**src/rtl/moving_average_window_ctrl.sv**
```systemverilog
// moving_average_window_ctrl
//    Sequencer for the moving-average filter bank. Owns the applied window
//    select, clears the filters on reset or select change, then counts
//    filtered strobes until the selected window is full. Until the window is
//    full the output strobe is gated so no partial average reaches the pins.
//
//    Optional feature macro: MA_DROP_COUNT_EN
//       defined   -> drop_cnt_o counts strobe_i pulses that arrive while the
//                    filters are being cleared (8-bit, saturating, reset-only clear)
//       undefined -> drop_cnt_o is tied to zero and no counter is built

module moving_average_window_ctrl #(
   parameter int CNT_W   = 4,
   parameter int WARM0   = 2,
   parameter int WARM1   = 4,
   parameter int WARM2   = 8,
   parameter int WARM3   = 9,
   parameter int CLR_CYC = 2
) (
   input  logic             clk,
   input  logic             reset,
   input  logic [1:0]       sel_req_i,
   input  logic             strobe_i,
   input  logic             strobe_flt_i,
   output logic [1:0]       sel_o,
   output logic             flt_clr_o,
   output logic             flt_strobe_o,
   output logic             strobe_o,
   output logic             settled_o,
   output logic             switch_ack_o,
   output logic [CNT_W-1:0] warm_cnt_o,
   output logic [7:0]       drop_cnt_o
);

   localparam int HOLD_W = (CLR_CYC < 2) ? 1 : $clog2(CLR_CYC + 1);

   typedef enum logic [1:0] {
      CLEAR,
      WARMUP,
      RUN
   } ctrlState_t;

   ctrlState_t       r_state;
   logic [HOLD_W-1:0] r_holdCnt;
   logic [1:0]       r_sel;
   logic             r_fltClr;
   logic             r_strobe;
   logic             r_settled;
   logic             r_switchAck;
   logic [CNT_W-1:0] r_warmCnt;

   logic [31:0]      w_warmTarget;
   logic [CNT_W-1:0] w_cntInc;
   logic [31:0]      w_cntIncExt;
   logic             w_selChange;
   logic             w_windowFull;
   logic             w_inClear;

   // Number of filtered strobes needed to fill the window of the applied select
   always_comb begin
      w_warmTarget = 32'(WARM0);
      case (r_sel)
         2'b00:   w_warmTarget = 32'(WARM0);
         2'b01:   w_warmTarget = 32'(WARM1);
         2'b10:   w_warmTarget = 32'(WARM2);
         default: w_warmTarget = 32'(WARM3);
      endcase
   end

   // Saturating next value of the warm-up counter and the "window full" test;
   // using >= lets a window size of 0 or 1 settle on the very first strobe
   always_comb begin
      w_cntInc     = (r_warmCnt == {CNT_W{1'b1}}) ? r_warmCnt : r_warmCnt + 1'b1;
      w_cntIncExt  = 32'(w_cntInc);
      w_windowFull = (w_cntIncExt >= w_warmTarget);
   end

   assign w_selChange = (sel_req_i != r_sel);
   assign w_inClear   = (r_state == CLEAR);

   // Raw strobes are kept away from the filters while they are being cleared
   assign flt_strobe_o = strobe_i & ~w_inClear;

   // Main sequencer: clear phase, warm-up counting, then free-running forwarding.
   // A select change always wins over a simultaneous filtered strobe.
   // In CLEAR the first cycle only raises the clear; the hold counter then
   // measures how long the clear has been high, so a select change inside
   // CLEAR keeps the clear asserted and simply restarts the hold period.
   always_ff @(posedge clk or posedge reset) begin
      if (reset) begin
         r_state     <= CLEAR;
         r_holdCnt   <= '0;
         r_sel       <= 2'b00;
         r_fltClr    <= 1'b0;
         r_strobe    <= 1'b0;
         r_settled   <= 1'b0;
         r_switchAck <= 1'b0;
         r_warmCnt   <= '0;
      end else begin
         case (r_state)
            CLEAR: begin
               r_strobe    <= 1'b0;
               r_settled   <= 1'b0;
               r_switchAck <= 1'b0;
               r_warmCnt   <= '0;
               if (w_selChange) begin
                  r_sel     <= sel_req_i;
                  r_holdCnt <= '0;
                  r_fltClr  <= 1'b1;
               end else if (!r_fltClr) begin
                  r_fltClr <= 1'b1;
               end else if (r_holdCnt == HOLD_W'(CLR_CYC - 1)) begin
                  r_fltClr  <= 1'b0;
                  r_holdCnt <= '0;
                  r_state   <= WARMUP;
               end else begin
                  r_holdCnt <= r_holdCnt + 1'b1;
               end
            end

            WARMUP: begin
               r_fltClr    <= 1'b0;
               r_switchAck <= 1'b0;
               if (w_selChange) begin
                  r_sel     <= sel_req_i;
                  r_state   <= CLEAR;
                  r_holdCnt <= '0;
                  r_settled <= 1'b0;
                  r_strobe  <= 1'b0;
                  r_warmCnt <= '0;
               end else if (strobe_flt_i) begin
                  r_warmCnt <= w_cntInc;
                  if (w_windowFull) begin
                     r_strobe    <= 1'b1;
                     r_settled   <= 1'b1;
                     r_switchAck <= 1'b1;
                     r_state     <= RUN;
                  end else begin
                     r_strobe <= 1'b0;
                  end
               end else begin
                  r_strobe <= 1'b0;
               end
            end

            RUN: begin
               r_fltClr    <= 1'b0;
               r_switchAck <= 1'b0;
               if (w_selChange) begin
                  r_sel     <= sel_req_i;
                  r_state   <= CLEAR;
                  r_holdCnt <= '0;
                  r_settled <= 1'b0;
                  r_strobe  <= 1'b0;
                  r_warmCnt <= '0;
               end else begin
                  r_settled <= 1'b1;
                  r_strobe  <= strobe_flt_i;
                  if (strobe_flt_i) begin
                     r_warmCnt <= w_cntInc;
                  end
               end
            end

            default: begin
               r_state   <= CLEAR;
               r_holdCnt <= '0;
               r_fltClr  <= 1'b0;
               r_strobe  <= 1'b0;
               r_settled <= 1'b0;
            end
         endcase
      end
   end

`ifdef MA_DROP_COUNT_EN
   logic [7:0] r_dropCnt;

   // Count raw strobes lost while the filters are cleared; saturates, reset-only clear
   always_ff @(posedge clk or posedge reset) begin
      if (reset) begin
         r_dropCnt <= 8'h00;
      end else if (w_inClear && strobe_i && (r_dropCnt != 8'hFF)) begin
         r_dropCnt <= r_dropCnt + 8'h01;
      end
   end

   assign drop_cnt_o = r_dropCnt;
`else
   assign drop_cnt_o = 8'h00;
`endif

   assign sel_o        = r_sel;
   assign flt_clr_o    = r_fltClr;
   assign strobe_o     = r_strobe;
   assign settled_o    = r_settled;
   assign switch_ack_o = r_switchAck;
   assign warm_cnt_o   = r_warmCnt;

endmodule

```
**config.mk**
```make
export PLATFORM = sky130hd
export DESIGN_NAME = moving_average_window_ctrl
export DESIGN_NICKNAME = d
export VERILOG_FILES = /design/src/rtl/moving_average_window_ctrl.sv
export SDC_FILE = /design/constraint.sdc
export NUM_CORES = 1
export LEC_CHECK = 0
export CORE_MARGIN = 2
export CORE_UTILIZATION = 44
export DETAILED_ROUTE_END_ITERATION = 16
export PLACE_DENSITY = 0.82
export SYNTH_ARGS = -nofsm -noshare
export SYNTH_HDL_FRONTEND = slang
export SYNTH_SLANG_ARGS = --single-unit
```
**constraint.sdc**
```tcl
create_clock -name clk -period 2 [get_ports clk]
set_input_delay 0.6 -clock clk [delete_from_list [all_inputs] [get_ports clk]]
set_output_delay 0.6 -clock clk [all_outputs]
set_load 0.03 [all_outputs]
```
==> results.sh, run 1 <==
export IMPL_fmax_mhz=484
export IMPL_fp_dieW_um=52.3
export IMPL_path_max_fanout=4
export IMPL_nets=156
export IMPL_worst_path_buf_inv=1
export IMPL_core_area_mm2=0.00221
export IMPL_synth_avg_cell_area_um2=9.41
export IMPL_synth_distinct_cells=40
export IMPL_p_per_area_mw_per_mm2=675
export IMPL_root_buffer="clkbuf_4"
export IMPL_hold_viol=0
export IMPL_total_power_mw=0.963
export IMPL_antenna_found_initial=0
export IMPL_clk_latency_ns=0.28
export IMPL_hold_path_class="flip-flop to flip-flop"
export IMPL_crit_slowest_cell="dfrtp_2"
export IMPL_dpl_hpwl_mm=1.68
export IMPL_criticalPathCategory="flip-flop to flip-flop"
export IMPL_fp_dieH_um=52.3
export IMPL_p_leak_nw=0.659
export IMPL_worstSetupStartpoint="warm_cnt_o[1]"
export IMPL_drcViolationCount=0
export IMPL_ctsHoldBuffers=0
export IMPL_cts_buffer_depth=2
export IMPL_ant_nets=0
export IMPL_cap_violations=0
export IMPL_cts_tree="built"
export IMPL_hp_start="switch_ack_o"
export IMPL_required_ns=2.18
export IMPL_drt_iter0_markers=36
export IMPL_finalWorstSetupSlack_ns=-0.0667
export IMPL_min_period_ns=2.07
export IMPL_finClkSkew_ns=0.00133
export IMPL_via_count=925
export IMPL_ios=25
export IMPL_violations="setup timing"
export IMPL_max_stage_delay_ns=0.44
export IMPL_ys_seq_area_share_pct=34.1
export IMPL_postSynthCellCount=109
export IMPL_grt_overflow=0
export IMPL_tightest_slew_ns=0.515
export IMPL_holdWs_ns=0.509
export IMPL_setup_violations_final=4
export IMPL_htree_num_levels=1
export IMPL_drive_gt1_share_pct=38.6
export IMPL_syn_area_mm2=0.00103
export IMPL_r2r_start="warm_cnt_o[1]"
export IMPL_dieArea_mm2=0.00273
export IMPL_arrival_ns=2.25
export IMPL_path_clk_slew_ns=0.08
export IMPL_ys_ff_latch=14
export IMPL_status="complete, but fails checks"
export IMPL_rsz0062_at_grt="true"
export IMPL_crit_family="simple AND/OR/NAND/NOR gates"
export IMPL_grt_use_total_pct=19.8
export IMPL_wl_per_cell_um=14.9
export IMPL_dr_pass1_iters=4
export IMPL_num_rows=17
export IMPL_grt_pass1_wl_mm=3.91
export IMPL_grt_max_degree=15
export IMPL_yosys_warnings=0
export IMPL_max_vdd_ir_drop_mv=0.583
export IMPL_grt_pass1_vias=860
export IMPL_wl_mm=2.50
export IMPL_n_antenna_cell=0
export IMPL_initial_core_util_pct=46.4
export IMPL_slew_headroom_pct=65.6
export IMPL_timing_final_crit_share_pct=103
export IMPL_cts_buffers=3
export IMPL_gp_congestion=0.911
export IMPL_start_kind="flip-flop"
export IMPL_avgViaCountPerCell=5.51
export IMPL_numPortBuffers=16
export IMPL_end_kind="flip-flop"
export IMPL_cts_sinks=14
export IMPL_areaGrowthSynthToFinish_pct=39.0
export IMPL_path_cells="ha_4, nor2_1, nor2_2, ha_1, buf_4, nor3_4, o211a_1, nor3_1, o311ai_1"
export IMPL_finalMaxSlewViolations=0
[report_power, final]
| group | switching [mW] | internal, mW | leakage, nW |
|---|---|---|---|
| Clock | 0.0891 | 0.0775 | 0.0150 |
| Combinational | 0.262 | 0.191 | 0.466 |
| Sequential | 0.0316 | 0.312 | 0.179 |
[worst paths after layout]
| path | end | slack [ns] | cells after the start |
|---|---|---|---|
| max | r_state[0] | -0.07 | 9 |
| min | switch_ack_o | 0.51 | 2 |
| max reg2reg | r_state[0] | -0.07 | 9 |
| min reg2reg | switch_ack_o | 0.51 | 2 |
| max in group asynchronous | r_state[1] | 0.98 | 2 |
| min in group asynchronous | warm_cnt_o[3] | 0.65 | 2 |
[cell usage in the layout (no fill, tap or decap), drive strengths merged, types with 2 or more instances in the layout]
cell type,count
nor3,3
nand3,5
nand2,7
xor2,2
a31oi,2
a22o,3
mux2,3
dfrtp,14
o21ai,7
conb,8
o41ai,2
buf,14
nor2b,4
or2,2
inv,7
clkdlybuf4s50,8
nor2,8
nand2b,2
ha,9
clkbuf,4
dlygate4sd2,6
a21oi,3
[tightest hold or removal path: cells and delay by family, from the launching register on]
family / cells / cell delay [ns]
DFF: 1 / 0.35
and+or+nand+nor: 1 / 0.08
AOI/OAI and AO/OA: 1 / 0.06
[layer usage]
metal	global-route usage [%]	routed length, µm
met1	24.1	1070
met2	33.8	1200
met3	4.57	172
met4	7.69	45
met5	0	0
[cell families after synthesis]
| group | synth area share, % |
|---|---|
| and+or+nand+nor | 19.8 |
| adders and majority gates | 11.0 |
| AOI/OAI and AO/OA | 19.0 |
| muxes | 4.27 |
| DFF | 34.1 |
| xor gates and xnor gates | 2.56 |
| other | 0.366 |
| buffers and inverters | 8.90 |
[registers in the layout (all words and copies together) (netlist names)]
register / flops
flt_clr_o: 1
strobe_o: 1
settled_o: 1
warm_cnt_o: 4
r_state: 2
sel_o: 2
r_holdCnt: 2
switch_ack_o: 1
[synth_stat cells (all sizes together)]
master	count	area (µm²)
nand4b	1	8.76
nand3	5	25.0
a22o	3	28.8
o21ai	7	35.0
nor3	3	15.0
o211a	1	10.0
a31o	1	8.76
o21bai	1	18.8
ha	9	113
nor2	8	37.5
nor4	1	6.26
nand2	7	26.3
a21boi	1	7.51
or2	2	12.5
or3b	1	11.3
xnor2	1	8.76
dfrtp	14	350
inv	7	26.3
a31oi	2	12.5
nor3b	1	7.51
a22oi	1	7.51
o41ai	2	25.0
o211ai	1	7.51
nor2b	4	25.0
o311ai	1	8.76
nand3b	1	7.51
o31a	1	10.0
a21oi	3	15.0
mux2	3	33.8
buf	9	65.1
and2	1	7.51
conb	1	3.75
mux2i	1	10.0
xor2	2	17.5
nand2b	2	12.5
[cell type report]
| class | instances | area (µm²) |
|---|---|---|
| clock buffer | 4 | 26.3 |
| tap | 28 | 35.0 |
| inverter | 7 | 26.3 |
| multi-input combinational | 86 | 729 |
| timing repair buffer | 29 | 254 |
| sequential | 14 | 355 |
| fill | 189 | 786 |
[metrics by stage]
step / setup slack, ns / setup TNS [ns] / std cells / utilization, % / cell area [µm²]
after global placement: -0.0481 / -0.177 / 160 / 58.0 / 1280
after global routing: -0.169 / -0.512 / 168 / 64.5 / 1430
after detailed placement: -0.0861 / -0.394 / 160 / 58.0 / 1280
after CTS: 0.00186 / 0 / 164 / 59.8 / 1320
final: -0.0667 / -0.136 / 168 / 64.5 / 1430
after floorplan: -0.0329 / -0.0329 / 116 / - / 1090
[timing repair]
action	in CTS	in global routing
endpoints found under the setup margin	10	7
setup buffers	0	4
pin swaps	1	4
resized for setup	12	19
Note: power is estimated with default switching activity, not from simulation.
==> run 2: changes to the inputs <==
--- a/config.mk
+++ b/config.mk
@@ -5,10 +5,11 @@
 export SDC_FILE = /design/constraint.sdc
 export NUM_CORES = 1
 export LEC_CHECK = 0
+export CAP_MARGIN = 20
 export CORE_MARGIN = 2
 export CORE_UTILIZATION = 44
 export DETAILED_ROUTE_END_ITERATION = 16
-export PLACE_DENSITY = 0.82
+export PLACE_DENSITY = 0.75
 export SYNTH_ARGS = -nofsm -noshare
 export SYNTH_HDL_FRONTEND = slang
 export SYNTH_SLANG_ARGS = --single-unit
==> run 2 against run 1 <==
  * The run still ends with setup timing left
  * Combinational power fell by 6.2%
  * Register-to-register slack gained 0.02 ns
  * Clock skew is 0.0042 ns higher
  * Setup slack better by 0.024 ns
  * Count of clock-buffer cells in the layout unchanged
  * Global-route usage is 0.12 points lower
  * Non-clock buffer count fell by 1
  * Cell count shrank 0.60%
  * Utilization is 1.2 points lower
  * Sequential cell count did not move
  * Die area is the same
  * Largest power group unchanged
==> results.sh, run 2 (same netlist as run 1, synthesis figures left out) <==
export IMPL_fmax_mhz=489
export IMPL_via_count=893
export IMPL_start_kind="flip-flop"
export IMPL_grt_overflow=0
export IMPL_root_buffer="clkbuf_4"
export IMPL_p_per_area_mw_per_mm2=693
export IMPL_antenna_found_initial=0
export IMPL_crit_slowest_cell="dfrtp_2"
export IMPL_clkPwrFrac_pct=20.8
export IMPL_core_area_mm2=0.00221
export IMPL_cap_violations=0
export IMPL_max_stage_delay_ns=0.43
export IMPL_initial_core_util_pct=46.4
export IMPL_layout_common_cells="12 x buf_4, 11 x dfrtp_1, 8 x conb_1, 8 x clkdlybuf4s50_1, 7 x nand2_1"
export IMPL_end_kind="flip-flop"
export IMPL_finClkSkew_ns=0.00554
export IMPL_dr_pass1_iters=4
export IMPL_tightest_slew_ns=0.536
export IMPL_avgViaCountPerCell=5.35
export IMPL_cts_tree="built"
export IMPL_path_clk_slew_ns=0.08
export IMPL_violations="setup timing"
export IMPL_areaGrowthSynthToFinish_pct=36.3
export IMPL_largest_reg_flops=4
export IMPL_clk_latency_ns=0.28
export IMPL_p_sw_mw=0.375
export IMPL_dpl_hpwl_mm=1.74
export IMPL_cts_sinks=14
export IMPL_pwr_share_seq_pct=35.4
export IMPL_cts_buffer_depth=2
export IMPL_wl_met3_um=117
export IMPL_combPwrFrac_pct=43.8
export IMPL_n_antenna_cell=0
export IMPL_criticalPathCategory="flip-flop to flip-flop"
export IMPL_drt_iter0_markers=21
export IMPL_nets=155
export IMPL_grt_pass1_wl_mm=3.90
export IMPL_timing_final_crit_share_pct=102
export IMPL_wl_mm=2.48
export IMPL_hold_path_class="flip-flop to flip-flop"
export IMPL_setup_violations_final=1
export IMPL_drive_gt1_share_pct=33.8
export IMPL_num_rows=17
export IMPL_wl_met2_mm=1.26
export IMPL_ant_nets=0
export IMPL_hold_viol=0
export IMPL_rsz0062_at_grt="true"
export IMPL_fin_cells=167
export IMPL_cts_buffers=3
export IMPL_fp_dieW_um=52.3
export IMPL_arrival_ns=2.22
export IMPL_routedLengthMet1_mm=1.04
export IMPL_finalWorstSetupSlack_ns=-0.0430
export IMPL_gp_congestion=0.834
export IMPL_dp_cells=162
export IMPL_grt_pass1_vias=863
export IMPL_p_leak_nw=0.659
export IMPL_ctsHoldBuffers=0
export IMPL_slew_headroom_pct=64.2
export IMPL_path_max_fanout=4
export IMPL_p_int_mw=0.594
export IMPL_numPortBuffers=16
export IMPL_fp_dieH_um=52.3
export IMPL_required_ns=2.18
export IMPL_grt_max_degree=15
export IMPL_finalSetupTns_ns=-0.0430
export IMPL_place_ws_ns=-0.0792
export IMPL_max_vdd_ir_drop_mv=0.730
export IMPL_dieArea_mm2=0.00273
export IMPL_total_power_mw=0.970
export IMPL_holdWs_ns=0.503
export IMPL_wl_per_cell_um=14.9
export IMPL_netSwitchingFraction_pct=38.7
export IMPL_drcViolationCount=0
export IMPL_path_cells="ha_4, nand3_4, mux2_4, ha_4, inv_2, o211ai_1, nand3_1, o311ai_2"
export IMPL_cpMostUsedCell="ha_4"
export IMPL_htree_num_levels=1
export IMPL_grt_use_total_pct=19.7
export IMPL_crit_family="adder cells"
export IMPL_ios=25
export IMPL_layout_commonest_cell="buf_4"
export IMPL_min_period_ns=2.04
export IMPL_worst_path_buf_inv=1
export IMPL_status="complete, but fails checks"
export IMPL_finalMaxSlewViolations=0
export IMPL_top_layer="met4"
## run 2: final timing paths
kind	startpoint	to	slack [ns]	cells past startpoint
hold reg to reg	switch_ack_o	switch_ack_o	0.50	2
hold / removal	switch_ack_o	switch_ack_o	0.50	2
setup / recovery	warm_cnt_o[0]	r_state[0]	-0.04	8
max in group asynchronous	reset	warm_cnt_o[2]	0.96	2
min in group asynchronous	reset	flt_clr_o	0.65	2
setup reg to reg	warm_cnt_o[0]	r_state[0]	-0.04	8
## run 2: tightest hold or removal path: cells and delay by family, from the launching register on
family             cells  cell delay (ns)
DFF                    1             0.36
AOI/OAI and AO/OA      1             0.05
and+or+nand+nor        1             0.07
## run 2: metal layers
metal / GRT usage (%) / vias up
met5: 0 / -
met4: 8.12 / 0
met3: 5.14 / 9
met2: 33.5 / 25
met1: 23.4 / 425
li1: - / 434
## run 2: final cells by class
class | instances | area (µm²)
inverters | 7 | 26.3
repair buffers | 28 | 246
fillers | 201 | 813
multi-input cells | 86 | 701
well taps | 28 | 35.0
clock buffers | 4 | 36.3
flip-flops and latches | 14 | 354
## run 2: repair_timing
item	in CTS	in global routing
setup buffers	1	0
pin swaps	4	2
gates resized for setup	14	9
endpoints found under the setup margin	11	7
## run 2: power groups by stage
| stage | registers, mW | clock network (mW) | logic (mW) |
|---|---|---|---|
| 2_1_floorplan | 0.371 | 0 | 0.256 |
| 3_3_place_gp | 0.346 | 0 | 0.373 |
| 3_5_place_dp | 0.348 | 0 | 0.384 |
| 4_1_cts | 0.343 | 0.208 | 0.415 |
| 5_1_grt | 0.346 | 0.221 | 0.458 |
| 6_report | 0.343 | 0.202 | 0.425 |
## run 2: stage by stage
| stage | instance area [µm²] | util (%) |
|---|---|---|
| finish | 1400 | 63.2 |
| global route | 1400 | 63.2 |
| CTS | 1370 | 62.0 |
| detailed placement | 1300 | 58.7 |
| global placement | 1300 | 58.7 |
| floorplan | 1090 | - |
